**src/rtl/pos_bcd_converter.sv**
```systemverilog
// pos_bcd_converter: sequential double-dabble binary-to-BCD for the cursor x/y cell position
module pos_bcd_converter #(
    parameter int X_W   = 8,
    parameter int Y_W   = 7,
    parameter int X_MAX = 159,
    parameter int Y_MAX = 99
) (
    input  logic           clk,
    input  logic           reset,
    input  logic           start,
    input  logic [X_W-1:0] x_pos,
    input  logic [Y_W-1:0] y_pos,
    output logic           busy,
    output logic           done,
    output logic [3:0]     x_huns,
    output logic [3:0]     x_tens,
    output logic [3:0]     x_ones,
    output logic [3:0]     y_tens,
    output logic [3:0]     y_ones,
    output logic           x_ovf,
    output logic           y_ovf
);
    localparam int CYC   = (X_W > Y_W) ? X_W : Y_W;
    localparam int CNT_W = $clog2(CYC + 1);

    typedef enum logic {IDLE, SHIFT} state_t;

    state_t           state_q, state_d;
    logic [CNT_W-1:0] cnt_q, cnt_d;
    logic [CYC-1:0]   xo_q, xo_d, yo_q, yo_d;
    logic [11:0]      xs_q, xs_d, xa;
    logic [7:0]       ys_q, ys_d, ya;
    logic             pend_q, pend_d;
    logic             xv_q, xv_d, yv_q, yv_d;
    logic [11:0]      xdig_q, xdig_d;
    logic [7:0]       ydig_q, ydig_d;
    logic             xovf_q, xovf_d, yovf_q, yovf_d;
    logic             done_q, done_d;
    logic             commit, launch;

    function automatic logic [11:0] fix3(input logic [11:0] b);
        logic [11:0] r;
        r = b;
        for (int i = 0; i < 3; i++)
            if (r[4*i +: 4] >= 4'd5) r[4*i +: 4] = r[4*i +: 4] + 4'd3;
        return r;
    endfunction

    function automatic logic [7:0] fix2(input logic [7:0] b);
        logic [7:0] r;
        r = b;
        for (int i = 0; i < 2; i++)
            if (r[4*i +: 4] >= 4'd5) r[4*i +: 4] = r[4*i +: 4] + 4'd3;
        return r;
    endfunction

    // next state: shift step, commit of results, and (re)launch from IDLE or a pending request
    always_comb begin
        state_d = state_q;
        cnt_d   = cnt_q;
        xo_d    = xo_q;
        yo_d    = yo_q;
        xs_d    = xs_q;
        ys_d    = ys_q;
        xv_d    = xv_q;
        yv_d    = yv_q;
        xdig_d  = xdig_q;
        ydig_d  = ydig_q;
        xovf_d  = xovf_q;
        yovf_d  = yovf_q;
        done_d  = 1'b0;
        xa      = fix3(xs_q);
        ya      = fix2(ys_q);
        commit  = (state_q == SHIFT) && (cnt_q == '0);
        launch  = ((state_q == IDLE) && (start || pend_q)) || (commit && pend_q);
        pend_d  = (state_q == SHIFT) && (commit ? start : (pend_q || start));
        if ((state_q == SHIFT) && (cnt_q != '0)) begin
            {xs_d, xo_d} = {xa, xo_q} << 1;
            {ys_d, yo_d} = {ya, yo_q} << 1;
            cnt_d        = cnt_q - 1'b1;
        end
        if (commit) begin
            xdig_d  = xv_q ? 12'hFFF : xs_q;
            ydig_d  = yv_q ? 8'hFF : ys_q;
            xovf_d  = xv_q;
            yovf_d  = yv_q;
            done_d  = 1'b1;
            state_d = IDLE;
        end
        if (launch) begin
            xo_d    = CYC'(x_pos);
            yo_d    = CYC'(y_pos);
            xs_d    = '0;
            ys_d    = '0;
            xv_d    = x_pos > X_W'(X_MAX);
            yv_d    = y_pos > Y_W'(Y_MAX);
            cnt_d   = CNT_W'(CYC);
            state_d = SHIFT;
        end
    end

    // state registers with synchronous reset; reset aborts any conversion silently
    always_ff @(posedge clk) begin
        if (reset) begin
            state_q <= IDLE;
            cnt_q   <= '0;
            xo_q    <= '0;
            yo_q    <= '0;
            xs_q    <= '0;
            ys_q    <= '0;
            xv_q    <= 1'b0;
            yv_q    <= 1'b0;
            pend_q  <= 1'b0;
            xdig_q  <= '0;
            ydig_q  <= '0;
            xovf_q  <= 1'b0;
            yovf_q  <= 1'b0;
            done_q  <= 1'b0;
        end else begin
            state_q <= state_d;
            cnt_q   <= cnt_d;
            xo_q    <= xo_d;
            yo_q    <= yo_d;
            xs_q    <= xs_d;
            ys_q    <= ys_d;
            xv_q    <= xv_d;
            yv_q    <= yv_d;
            pend_q  <= pend_d;
            xdig_q  <= xdig_d;
            ydig_q  <= ydig_d;
            xovf_q  <= xovf_d;
            yovf_q  <= yovf_d;
            done_q  <= done_d;
        end
    end

    assign busy   = (state_q == SHIFT);
    assign done   = done_q;
    assign x_huns = xdig_q[11:8];
    assign x_tens = xdig_q[7:4];
    assign x_ones = xdig_q[3:0];
    assign y_tens = ydig_q[7:4];
    assign y_ones = ydig_q[3:0];
    assign x_ovf  = xovf_q;
    assign y_ovf  = yovf_q;
endmodule

```
**config.mk**
```make
export PLATFORM = sky130hd
export DESIGN_NAME = pos_bcd_converter
export DESIGN_NICKNAME = d
export VERILOG_FILES = /design/src/rtl/pos_bcd_converter.sv
export SDC_FILE = /design/constraint.sdc
export NUM_CORES = 1
export LEC_CHECK = 0
export CORE_ASPECT_RATIO = 0.7
export CORE_UTILIZATION = 30
export CTS_BUF_LIST = sky130_fd_sc_hd__clkbuf_8
export CTS_CLUSTER_DIAMETER = 120
export DETAILED_ROUTE_END_ITERATION = 12
export RECOVER_POWER = 100
export SYNTH_ARGS = -nofsm -noshare
export SYNTH_HDL_FRONTEND = slang
export SYNTH_SLANG_ARGS = --single-unit
```
**constraint.sdc**
```tcl
create_clock -name clk -period 1.75 [get_ports clk]
set_input_delay 0.35 -clock clk [delete_from_list [all_inputs] [get_ports clk]]
set_output_delay 0.35 -clock clk [all_outputs]
set_load 0.005 [all_outputs]
```
### Word level (Yosys, flattened, before mapping)

Cells that the tools add are included.

| operators by class | value |
|---|---|
| $add $sub $neg | 6 |
| multipliers | 0 |
| div/mod/pow operators | 0 |
| magnitude comparators | 7 |
| eq/ne operators | 0 |
| shift operators | 0 |
| muxes and demuxes | 17 |
| bitwise operators | 1 |
| reduce and logical (&&, ||, !) cells | 12 |

Operators by type and width:

| kind | number |
|---|---|
| 2-to-1 mux 8 bit | 3 |
| >= comparator 4 x 3 -> 1 bit (second input constant) | 5 |
| 2-to-1 mux 4 bit | 5 |
| 2-to-1 mux 7 bit | 2 |
| adder 4 x 2 -> 4 bit (second input constant) | 3 |
| 2-to-1 mux 12 bit | 1 |
| greater-than comparator 8 bit (second input constant) | 1 |
| greater-than comparator 7 bit (second input constant) | 1 |
| adder 3 x 2 -> 3 bit (second input constant) | 2 |
| 2-to-1 mux 3 bit | 2 |
| logical AND 1 bit | 5 |
| logical NOT 4 bit | 1 |
| 2-to-1 mux 1 bit | 4 |
| nonzero test 2 bit | 2 |
| nonzero test 4 bit | 1 |
| subtractor 4 x 1 -> 4 bit (second input constant) | 1 |
| logical OR 1 bit | 2 |
| OR reduction 2 bit | 1 |
| NOT 1 bit | 1 |

| word-level totals | value |
|---|---|
| bits in registers | 67 |
| bits in latches | 0 |
| memory bits (writable) | 0 |
| ROM bits | 0 |
| input bits | 18 |
| word-level logic and storage cells | 59 |
| memories kept | 0 |

### Depth between registers and ports, before layout

Gate-level depths: netlist of the first run.

| logic depth | value |
|---|---|
| depth after elaboration | 5 |
| gate-level depth with buffers | 9 |

### Worst setup path before layout of the first run

No wires, ideal clock.

| path | value |
|---|---|
| path kind | reg-to-reg |
| from | reg cnt_q[0] |
| to | reg cnt_q[3] |
| library setup time | 0.134 ns |
| arrival time | 1.577 ns |
| path slack | 0.039 ns |
| stages on the path, launching flop included | 8 |
| buffers on the path | 1 |
| clock period less this slack | 1.711 ns |
| cell sequence | dfxtp_1 inv_1 ha_1 or3b_1 buf_6 a211oi_4 o21bai_1 a211oi_1 |

| between the ends | value |
|---|---|
| word-level cells in the longest chain between the ends | 5 |
| elaborated cells between the ends (all ways) | 10 |
| those cells by class | add/sub (1); mux (2); reduce/logical (7) |

RTL lines:

| item | RTL line | source |
|---|---|---|
| start, declared | 29 | `logic [CNT_W-1:0] cnt_q, cnt_d;` |
| start signal, assigned | 121 | `cnt_q <= cnt_d;` |
| branches (longest 5 deep; another with subtractor 4 x 1 -> 4 bit) | n/a |  |

Several ways; the timed one is not identified. The select of a mux whose other input is x is not followed.
A chain may end at the register's enable or synchronous reset.

### Final worst setup path of the first run

| path | value |
|---|---|
| from | reg cnt_q[1] |
| to | reg xs_q[7] |

| between the ends | value |
|---|---|
| word-level cells in the longest chain between the ends | 5 |
| elaborated cells between the ends (all ways) | 7 |
| those cells by class | reduce/logical (7) |

RTL lines:

| item | RTL line | source |
|---|---|---|
| logical NOT 4 bit | 74 | `commit = (state_q == SHIFT) && (cnt_q == '0);` |
| logical AND 1 bit | 74 |  |
| logical AND 1 bit | 75 | `launch = ((state_q == IDLE) && (start \|\| pend_q)) \|\| (commit && pend_q);` |
| logical OR 1 bit | 75 |  |
| OR reduction 2 bit (no source line) | n/a |  |
| end signal, assigned | 124 | `xs_q <= xs_d;` |
| end, declared | 31 | `logic [11:0] xs_q, xs_d, xa;` |

Several ways; a longest one is shown, not always the timed one.

==> results of run 1 <==
## flip-flops by register name (all words and copies together) (netlist names)
| name | cells |
|---|---|
| y_ovf | 1 |
| yo_q | 8 |
| ydig_q | 8 |
| xv_q | 1 |
| busy | 1 |
| xdig_q | 12 |
| cnt_q | 4 |
| xs_q | 12 |
| yv_q | 1 |
| pend_q | 1 |
| x_ovf | 1 |
| done | 1 |
| xo_q | 8 |
| ys_q | 8 |
## synthesized netlist by cell type (4+ instances only)
cell type  count
xnor2_1        5
a31oi_1        9
clkbuf_1      14
nand2_1       38
a311oi_1      13
ha_1          12
nand2b_1       7
o21ai_0       13
nand4b_1       5
buf_2          7
nor3_1        45
and3_1         4
a21oi_1       14
nor2_1        49
nand3_1       11
dfxtp_1       67
a22o_1         5
mux2_2         5
inv_1         13
## worst max-delay path, stage by stage, from the launching register on
cell,delay [ns]
dfxtp_2,0.33
inv_2,0.07
ha_4,0.13
or3b_4,0.39
buf_6,0.14
a211oi_4,0.26
buf_6,0.18
nand2_2,0.05
a31oi_1,0.17
## cell type report
cell class,instances,area [sq um],share of cell area (%)
flip-flops and latches,67,1348,31.52
well taps,128,160.2,3.746
inverters,14,52.55,1.229
multi-input cells,257,1632,38.16
clock buffers,11,151.4,3.541
clock inverters,5,76.32,1.785
repair buffers,78,855.8,20.02
## kinds of logic (layout without fill, tap and decap cells)
kind of cell	count (synthesis)	after routing	synth area share, %
AOI/OAI and AO/OA	60	60	13.65
xor gates and xnor gates	5	5	1.448
adders and majority gates	12	12	4.965
buffers and inverters	39	108	5.626
DFF	67	67	44.35
muxes	7	7	2.524
and+or+nand+nor	173	173	27.43
## power breakdown
part | leakage, nW | total [mW] | internal [mW] | switching (mW)
Clock | 0.117 | 1.46 | 0.873 | 0.586
Sequential | 0.548 | 1.74 | 1.65 | 0.0855
Combinational | 0.986 | 0.999 | 0.532 | 0.467
Total | 1.65 | 4.19 | 3.06 | 1.14
## layer usage
| metal | part of all wire, % | up-vias | wire length, microns |
|---|---|---|---|
| met5 | 0 | - | 0 |
| met4 | 1.2 | 0 | 96 |
| met3 | 5.6 | 8 | 445 |
| met2 | 43 | 64 | 3370 |
| met1 | 50 | 1337 | 3979 |
| li1 | - | 1398 | - |
## cell usage in the layout (no fill, tap or decap), types with 4 or more instances in the layout
master,n
nor2_1,42
a31oi_1,9
nand4b_1,5
xnor2_1,5
a311oi_1,13
o21ai_0,13
nor3_1,35
nand2b_1,6
nor3_2,11
nand2_1,34
inv_1,12
and3_1,4
mux2_2,5
buf_4,22
dfxtp_1,64
nand3_1,11
nor2_2,6
clkdlybuf4s50_1,39
a22o_1,5
ha_1,11
buf_12,6
buf_6,4
clkbuf_8,11
a21oi_1,13
## stage by stage
| step | hold WS (ns) | TNS [ns] | cell area, sq um |
|---|---|---|---|
| 2_1_floorplan | 0.4504 | 0 | 3024 |
| 3_5_place_dp | 0.4573 | -3.075 | 3737 |
| 3_3_place_gp | 0.4553 | -1.215 | 3737 |
| 4_1_cts | 0.3311 | -0.3414 | 4040 |
| 5_1_grt | 0.3324 | -0.9203 | 4275 |
| 6_report | 0.3429 | -0.1078 | 4275 |
## repair_timing
| action | 4_1_cts | 5_1_grt |
|---|---|---|
| cloned | 1 | 3 |
| pin swaps | 4 | 22 |
| endpoints found under the hold margin | 0 | 0 |
| endpoints found under the setup margin | 33 | 57 |
| buffers inserted | 3 | 4 |
| resized for setup | 8 | 36 |
## path summary, 6_finish.rpt
path / from / endpoint / depth (start not counted)
worst min-delay path: reset / ys_q[0] / 2
worst min register to register: x_ovf / x_ovf / 2
worst max register to register: cnt_q[1] / xs_q[7] / 8
worst max-delay path: cnt_q[1] / xs_q[7] / 8
==> flow_summary.json, run 1 <==
{
  "final_net_count": 457,
  "first_global_vias": 2614,
  "detailed_place_hpwl_mm": 5.187,
  "cts.sink_count": 67,
  "cts_max_level": 3,
  "synth.cell_area_sq_um": 3024,
  "grt_pass1_wl_mm": 12.38,
  "starting_utilization_of_the_core_area_pct": 30.99,
  "tritoncts": "built",
  "share_of_cells_above_drive_strength_1_pct": 21.99,
  "design.portCount": 42,
  "synth_cell_type_count": 39,
  "power_mw": 4.195,
  "drt-total-wl_mm": 7.891,
  "wire_per_inst_microns": 14.09,
  "avgSynthCellArea_sq_um": 8.331,
  "placedCellCount": 534,
  "globalplace.congestion": 0.7811,
  "chipHeight_microns": 86,
  "post_cts_hold_buffer_count": 0,
  "pre_cts_ws_ns": -0.1236,
  "grtUsageMet3_pct": 4.521,
  "power.ir.vdd_worst_mv": 0.3119,
  "crit_arrival_ns": 2.07,
  "max_clock_freq_mhz": 554.4,
  "nFillCells": 939,
  "max-slew-margin-rel_pct": 57.95,
  "track_usage_pct": 15.25,
  "drt.antenna.violating_nets": 0,
  "ys_seq_elements": 67,
  "layout-area-overhead-vs-synth_pct": 41.37,
  "regToRegSetupSlack_ns": -0.05,
  "finalNonFillerCells": 560,
  "hold_class": "in -> reg",
  "synth.yosys.seq_area_share_pct": 44.35,
  "setup.worst_path.class": "reg -> reg",
  "congestion_overflow_gr": 0,
  "maximum_number_of_pins_on_one_net_before_global_route_repair": 29,
  "die_area_sq_um": 10490,
  "worstMarginPinSlew_ns": 0.6299,
  "grt.met2_usage_pct": 23.11,
  "use_met1_pct": 20.38,
  "syn_inst": 363,
  "dr.pass1.iters": 5,
  "cts-buffers-inserted": 9,
  "clock_skew_ns": 0.008673,
  "report.final.hold_viol_count": 0,
  "fin_crit_period_ns": 1.804,
  "detailedRoute.firstIterationViolations": 150,
  "detail_route.vias_per_cell": 5.013,
  "antenna_found_initial": 0,
  "clock_insertion_delay_worst_skew_ns": 0.34,
  "failing_checks": "negative setup slack",
  "floorplan.core_area_sq_um": 9759,
  "setup-violations-final": 4,
  "setup_slack_ns": -0.05391,
  "grt_most_used_layer": "met2",
  "cts_root_buf": "clkbuf_8",
  "placement_rows": 30,
  "p_leak_nw": 1.650,
  "grt_setup_unrepaired": "true",
  "final_core_utilization_pct": 43.81,
  "netlist_top_cells_area": "dfxtp_1 (44%), nor3_1 (7.4%), nor2_1 (6.1%), ha_1 (5.0%), nand2_1 (4.7%)",
  "yosys_most_used_dff": "dfxtp_1",
  "timing.critical_path.to_type": "register",
  "drc": 0,
  "worst_setup_start_kind": "register",
  "cellPowerDensity_nw_per_um2": 981.1,
  "clockBufferDepth": 2,
  "synth_top_area_share_pct": 44.35,
  "period_share_pct": 103.1,
  "fin_max_slew_vios": 0,
  "syn_nets": 393,
  "run_status": "finished with violations",
  "synth_top_cell_by_area": "dfxtp_1",
  "synth_async_sr_flop_share_pct": 0,
  "die_w_microns": 122,
  "synth_enable_flop_cells": 0,
  "required_ns": 2.01,
  "maxCapViolCount": 0,
  "numPortBuffers": 41,
  "synth-warning-count": 0,
  "antennaDiodeCount": 0,
  "timing.critical_path.fanout_max": 6,
  "clkSlewWorstSetupHoldPaths_ns": 0.07,
  "via_count": 2807
}
Note: power is estimated with default switching activity, not from simulation.
==> inputs of run 2 (changes only) <==
==> constraint.sdc (replaced) <==
create_clock -name clk -period 1.75 [get_ports clk]
set_input_delay 0.2625 -clock clk [delete_from_list [all_inputs] [get_ports clk]]
set_output_delay 0.2625 -clock clk [all_outputs]
set_load 0.01 [all_outputs]
==> run 2 against run 1 <==
The flow still finishes with violations (negative setup slack). Fmax shrank 0.69%. Sequential power is essentially flat. Routed wire length decreased by 0.43%. Final area shrank 4.4%. Clock power down 25%. Combinational power decreased by 7.8%. Highest routed layer unchanged. Setup slack lost 0.013 ns. Clock-buffer cell count did not move.
==> flow_summary.json, run 2 (same netlist as run 1, synthesis figures left out) <==
{
  "dr.pass1.iters": 4,
  "antennaDiodeCount": 0,
  "die_w_microns": 122,
  "max-slew-margin-rel_pct": 64.26,
  "fin_crit_period_ns": 1.816,
  "placement_rows": 30,
  "cellPowerDensity_nw_per_um2": 915.8,
  "power.ir.vdd_worst_mv": 0.3569,
  "globalplace.congestion": 0.7897,
  "via_count": 2748,
  "congestion_overflow_gr": 0,
  "setup.worst_path.class": "reg -> reg",
  "final_net_count": 453,
  "period_share_pct": 103.8,
  "run_status": "finished with violations",
  "drt-total-wl_mm": 7.857,
  "required_ns": 2.03,
  "clock_insertion_delay_worst_skew_ns": 0.35,
  "antenna_found_initial": 0,
  "cts.sink_count": 67,
  "drt.antenna.violating_nets": 0,
  "design_area_sq_um": 4088,
  "layout.cells.most_common_list": "dfxtp_1 (65), nor2_1 (39), nor3_1 (39), nand2_1 (34), dlygate4sd3_1 (23)",
  "setup-violations-final": 13,
  "detailedRoute.firstIterationViolations": 121,
  "maxCapViolCount": 0,
  "tritoncts": "built",
  "fin_max_slew_vios": 0,
  "report.final.hold_viol_count": 0,
  "first_global_vias": 2588,
  "finalSetupTns_ns": -0.3341,
  "cpPeakStageDelay_ns": 0.41,
  "cts_root_buf": "clkbuf_8",
  "critical-path-slowest-cell": "or3b_4",
  "most_common_library_cell_in_the_layout_ignoring_fill_and_taps": "dfxtp_1",
  "cp_top_family": "simple AND/OR/NAND/NOR gates",
  "p_leak_nw": 1.605,
  "maximum_number_of_pins_on_one_net_before_global_route_repair": 37,
  "layout-area-overhead-vs-synth_pct": 35.17,
  "design.portCount": 42,
  "crit_arrival_ns": 2.09,
  "cts-buffers-inserted": 9,
  "numPortBuffers": 41,
  "die_area_sq_um": 10490,
  "grt_pass1_wl_mm": 12.25,
  "timing.critical_path.to_type": "register",
  "postPlaceCellArea_sq_um": 3725,
  "pre_cts_ws_ns": -0.06177,
  "setup_slack_ns": -0.06648,
  "drc": 0,
  "track_usage_pct": 15.13,
  "chipHeight_microns": 86,
  "detailed_place_hpwl_mm": 5.091,
  "top_regs": "xdig_q: 12 flops, xs_q: 12 flops",
  "grt_setup_unrepaired": "true",
  "max_clock_freq_mhz": 550.5,
  "wire_per_inst_microns": 14.23,
  "starting_utilization_of_the_core_area_pct": 30.99,
  "critical_path.cell_chain": "inv_2, ha_4, or3b_4, buf_6, nor2_4, clkbuf_16, nand2_1, a21oi_1",
  "cts_max_level": 3,
  "post_cts_hold_buffer_count": 0,
  "hold_class": "in -> reg",
  "clock_skew_ns": 0.006898,
  "timing.critical_path.fanout_max": 6,
  "share_of_cells_above_drive_strength_1_pct": 19.58,
  "clockBufferDepth": 2,
  "worst_setup_start_kind": "register",
  "failing_checks": "negative setup slack",
  "worstMarginPinSlew_ns": 0.5354,
  "detail_route.vias_per_cell": 4.978,
  "holdWs_ns": 0.3357,
  "floorplan.core_area_sq_um": 9759,
  "clkSlewWorstSetupHoldPaths_ns": 0.07,
  "cp.buffers_inverters": 3
}
## run 2: cell types whose count changed in the layout (fill, tap and decap cells not counted), sizes merged
cell           delta
buf               -7
dlygate4sd3      +23
clkdlybuf4s50    -22
clkinvlp          -1
clkbuf            +3
bufinv            -2
dlymetal6s2s      -1
clkinv            -1
## run 2: worst reg2reg max path: cells and delay by family (launching register included)
family	cells	cell delay [ns]
adder cells (fa/ha/maj)	1	0.12
AND/OR/NAND/NOR	3	0.72
flip-flops	1	0.33
AO/OA/AOI/OAI	1	0.15
buffers and inverters	3	0.43
## run 2: final cells by class
| cell class | count | area (sq um) |
|---|---|---|
| fillers | 995 | 5672 |
| multi-input cells | 257 | 1618 |
| flip-flops and latches | 67 | 1344 |
| repair buffers | 74 | 758.2 |
| well taps | 128 | 160.2 |
| clock buffers | 11 | 151.4 |
| inverters | 14 | 52.55 |
| clock inverters | 1 | 3.754 |
## run 2: final timing paths
path / depth (start not counted) / slack, ns / from / endpoint
setup / recovery: 8 / -0.07 / cnt_q[0] / x_ovf
hold / removal: 2 / 0.34 / reset / xs_q[7]
setup reg to reg: 8 / -0.07 / cnt_q[0] / x_ovf
hold reg to reg: 2 / 0.46 / y_ovf / y_ovf
## run 2: stage by stage
stage,std cells,utilization [%],power (mW)
after floorplan,363,-,2.192
after global placement,534,38.17,2.550
after detailed placement,534,38.17,2.566
after CTS,547,39.86,3.674
after global routing,552,41.88,3.948
final,552,41.88,3.744
## run 2: metal layers
| layer | vias to the layer above | GRT usage, % | wire [microns] |
|---|---|---|---|
| met5 | - | 0 | 0 |
| met4 | 0 | 6.061 | 111 |
| met3 | 12 | 4.189 | 263 |
| met2 | 46 | 23.47 | 3361 |
| met1 | 1301 | 19.76 | 4120 |
| li1 | 1389 | - | - |
## run 2: power breakdown
group | switching [mW] | leakage, nW | internal [mW] | total, mW
clock network | 0.532 | 0.0844 | 0.554 | 1.09
registers | 0.0842 | 0.547 | 1.65 | 1.74
logic | 0.467 | 0.973 | 0.454 | 0.921
## run 2: repair_timing
item | in CTS | in global routing
pin swaps | 1 | 20
endpoints found under the hold margin | 0 | 0
gates resized for setup | 1 | 33
gates cloned | 0 | 4
buffers inserted | 1 | 1
endpoints found under the setup margin | 18 | 52
==> RTL change: new RTL, flow settings as in run 1 <==
Change the parameter `Y_W` from 7 to 5.
--- a/src/rtl/pos_bcd_converter.sv
+++ b/src/rtl/pos_bcd_converter.sv
@@ -1,7 +1,7 @@
 // pos_bcd_converter: sequential double-dabble binary-to-BCD for the cursor x/y cell position
 module pos_bcd_converter #(
     parameter int X_W   = 8,
-    parameter int Y_W   = 7,
+    parameter int Y_W   = 5,
     parameter int X_MAX = 159,
     parameter int Y_MAX = 99
 ) (
Interface: changed (resized y_pos); port bits go from 42 to 40. No check against the original RTL was run, so the function may have changed too.
==> RTL change against run 1 <==
Total power fell by 12%. Design area fell by 11%. Setup slack improved by 82 ps. Synthesized area fell by 2.9%. Critical endpoint is now xs_q[9]. Non-clock buffer count fell by 23. Sequential cell count did not move. Routed wire length fell by 14%. Maximum frequency rose by 4.8%. Global-route usage fell by 1.5 points. Core utilization fell by 2.6 points. Critical path depth fell by 1.
==> RTL change: results <==
[outcome]
run_status = "finished, final reports clean"

[min_path]
holdPathStages = 2
worstHoldStart = "yo_q[6]"
worstHoldEndpoint = "yo_q[7]"
hp-class = "reg -> reg"

[cells_and_area]
final_nets = 414
drive_above_1_share = 0.121
stdcell_count = 514

[power_and_ir_drop]
ir_drop_v = 0.000368
power.leakage_uw = 0.00142
p_int_uw = 2720

[worst_setup_path]
rr_startpoint = "cnt_q[0]"
regToRegSetupSlack_ps = 30
reg2reg_to = "xs_q[9]"
reg2regPathDepth = 7
cp_max_fo = 13
worstPathArrival_ps = 1930

[routing]
first_pass_iters = 4
wl_per_cell_microns = 13.2
drt_iter0_drc = 146
viasPerCell = 4.85

[cts]
insertion_delay_ps = 340
h-tree-depth = 3
clk_transition_reported_paths_ps = 70

[placement]
dp.cells = 495
dp_slack_ps = -7.46
dp_hpwl_microns = 4330
portBuffers = 39
place_area_sq_um = 3510
place_congestion = 0.785

[global_route]
met1_usage = 0.176
grt_pass1_wl_microns = 11200
use_met2 = 0.218
overflow = 0
grt_max_degree = 36
grtUsageTotal = 0.137
grt_pass1_vias = 2427
grt_util_met3 = 0.0428

[timing]
worst_pin_slew_ps = 492
clock_skew_ps = 4.30

[logic_synthesis]
async_reset_ff_frac = 0
syn_avg_cell_area_sq_um = 8.59
netlist_top_cells_area = "dfxtp_1, nor3_1, nor2_1"
yosysSeqAreaShare = 0.457
yosysWarnings = 0
synth_commonest_cells = "dfxtp_1, nor3_1, nor2_1"
syn-num-nets = 370
synth_ff_type = "dfxtp_1"
yosysUniqueCellTypes = 31
-- RTL change: cell count changes after synthesis, sizes merged, moves of 3 or more --
cell,delta
o22ai,+8
mux2i,+12
o21ai,-4
a31oi,-9
nand2,-12
or4,-3
a22o,-5
a211oi,+16
clkbuf,-4
nand3,-6
and3,-4
a21oi,+10
a311oi,-13
nand4b,-5
-- RTL change: worst max-delay path: stages (launching register included) --
cell	delay (ps)
dfxtp_2	340
inv_1	80
ha_1	180
or3b_4	440
o21ai_4	150
or2_4	170
buf_12	140
o22ai_1	90
-- RTL change: cells by family (layout without fill, tap and decap cells) --
logic type      after synthesis  after routing  share of synthesized area
buf+inv                      36             84                     0.0566
xor+xnor                      7              7                     0.0209
simple gates                140            140                      0.218
compound gates               61             61                      0.129
fa+ha+maj                    12             12                     0.0511
flops                        67             67                      0.457
mux                          19             19                     0.0669
-- RTL change: worst max path at each step --
stage	slack (ps)	from	endpoint
final	30	cnt_q[0]	xs_q[9]
after global routing	-30	cnt_q[0]	xs_q[9]
after CTS	30	cnt_q[0]	xs_q[9]
after detailed placement	-7	start	cnt_q[1]
after global placement	30	start	xs_q[10]
after floorplan	90	cnt_q[0]	xs_q[2]
-- RTL change: routing by layer --
metal	up-vias	share of wire
li1	1266	-
met5	-	0
met2	43	0.44
met1	1174	0.51
met3	12	0.038
met4	0	0.015
-- RTL change: area by class of cell --
| type | instances | area [sq um] |
|---|---|---|
| well taps | 124 | 155 |
| multi-input cells | 239 | 1470 |
| inverters | 14 | 52.6 |
| fillers | 930 | 5460 |
| flip-flops and latches | 67 | 1340 |
| repair buffers | 55 | 613 |
| clock inverters | 4 | 42.5 |
| clock buffers | 11 | 151 |
-- RTL change: power by group through the flow --
stage	Sequential (uW)	Clock [uW]	Combinational [uW]
global placement	1760	0	629
finish	1730	1280	703
floorplan	1740	0	384
CTS	1720	1310	645
global route	1740	1380	780
detailed placement	1760	0	642
-- RTL change: stage by stage --
step,util,hold slack [ps]
2_1_floorplan,-,429
3_3_place_gp,0.378,441
3_5_place_dp,0.378,446
4_1_cts,0.399,451
5_1_grt,0.412,479
6_report,0.412,455
-- RTL change: timing repair --
| item | 4_1_cts | 5_1_grt |
|---|---|---|
| hold buffers | 0 | 0 |
| hold endpoints to repair | 0 | 0 |
| gates resized for setup | 0 | 10 |
| setup endpoints to repair | 0 | 44 |
| setup buffers | 0 | 1 |
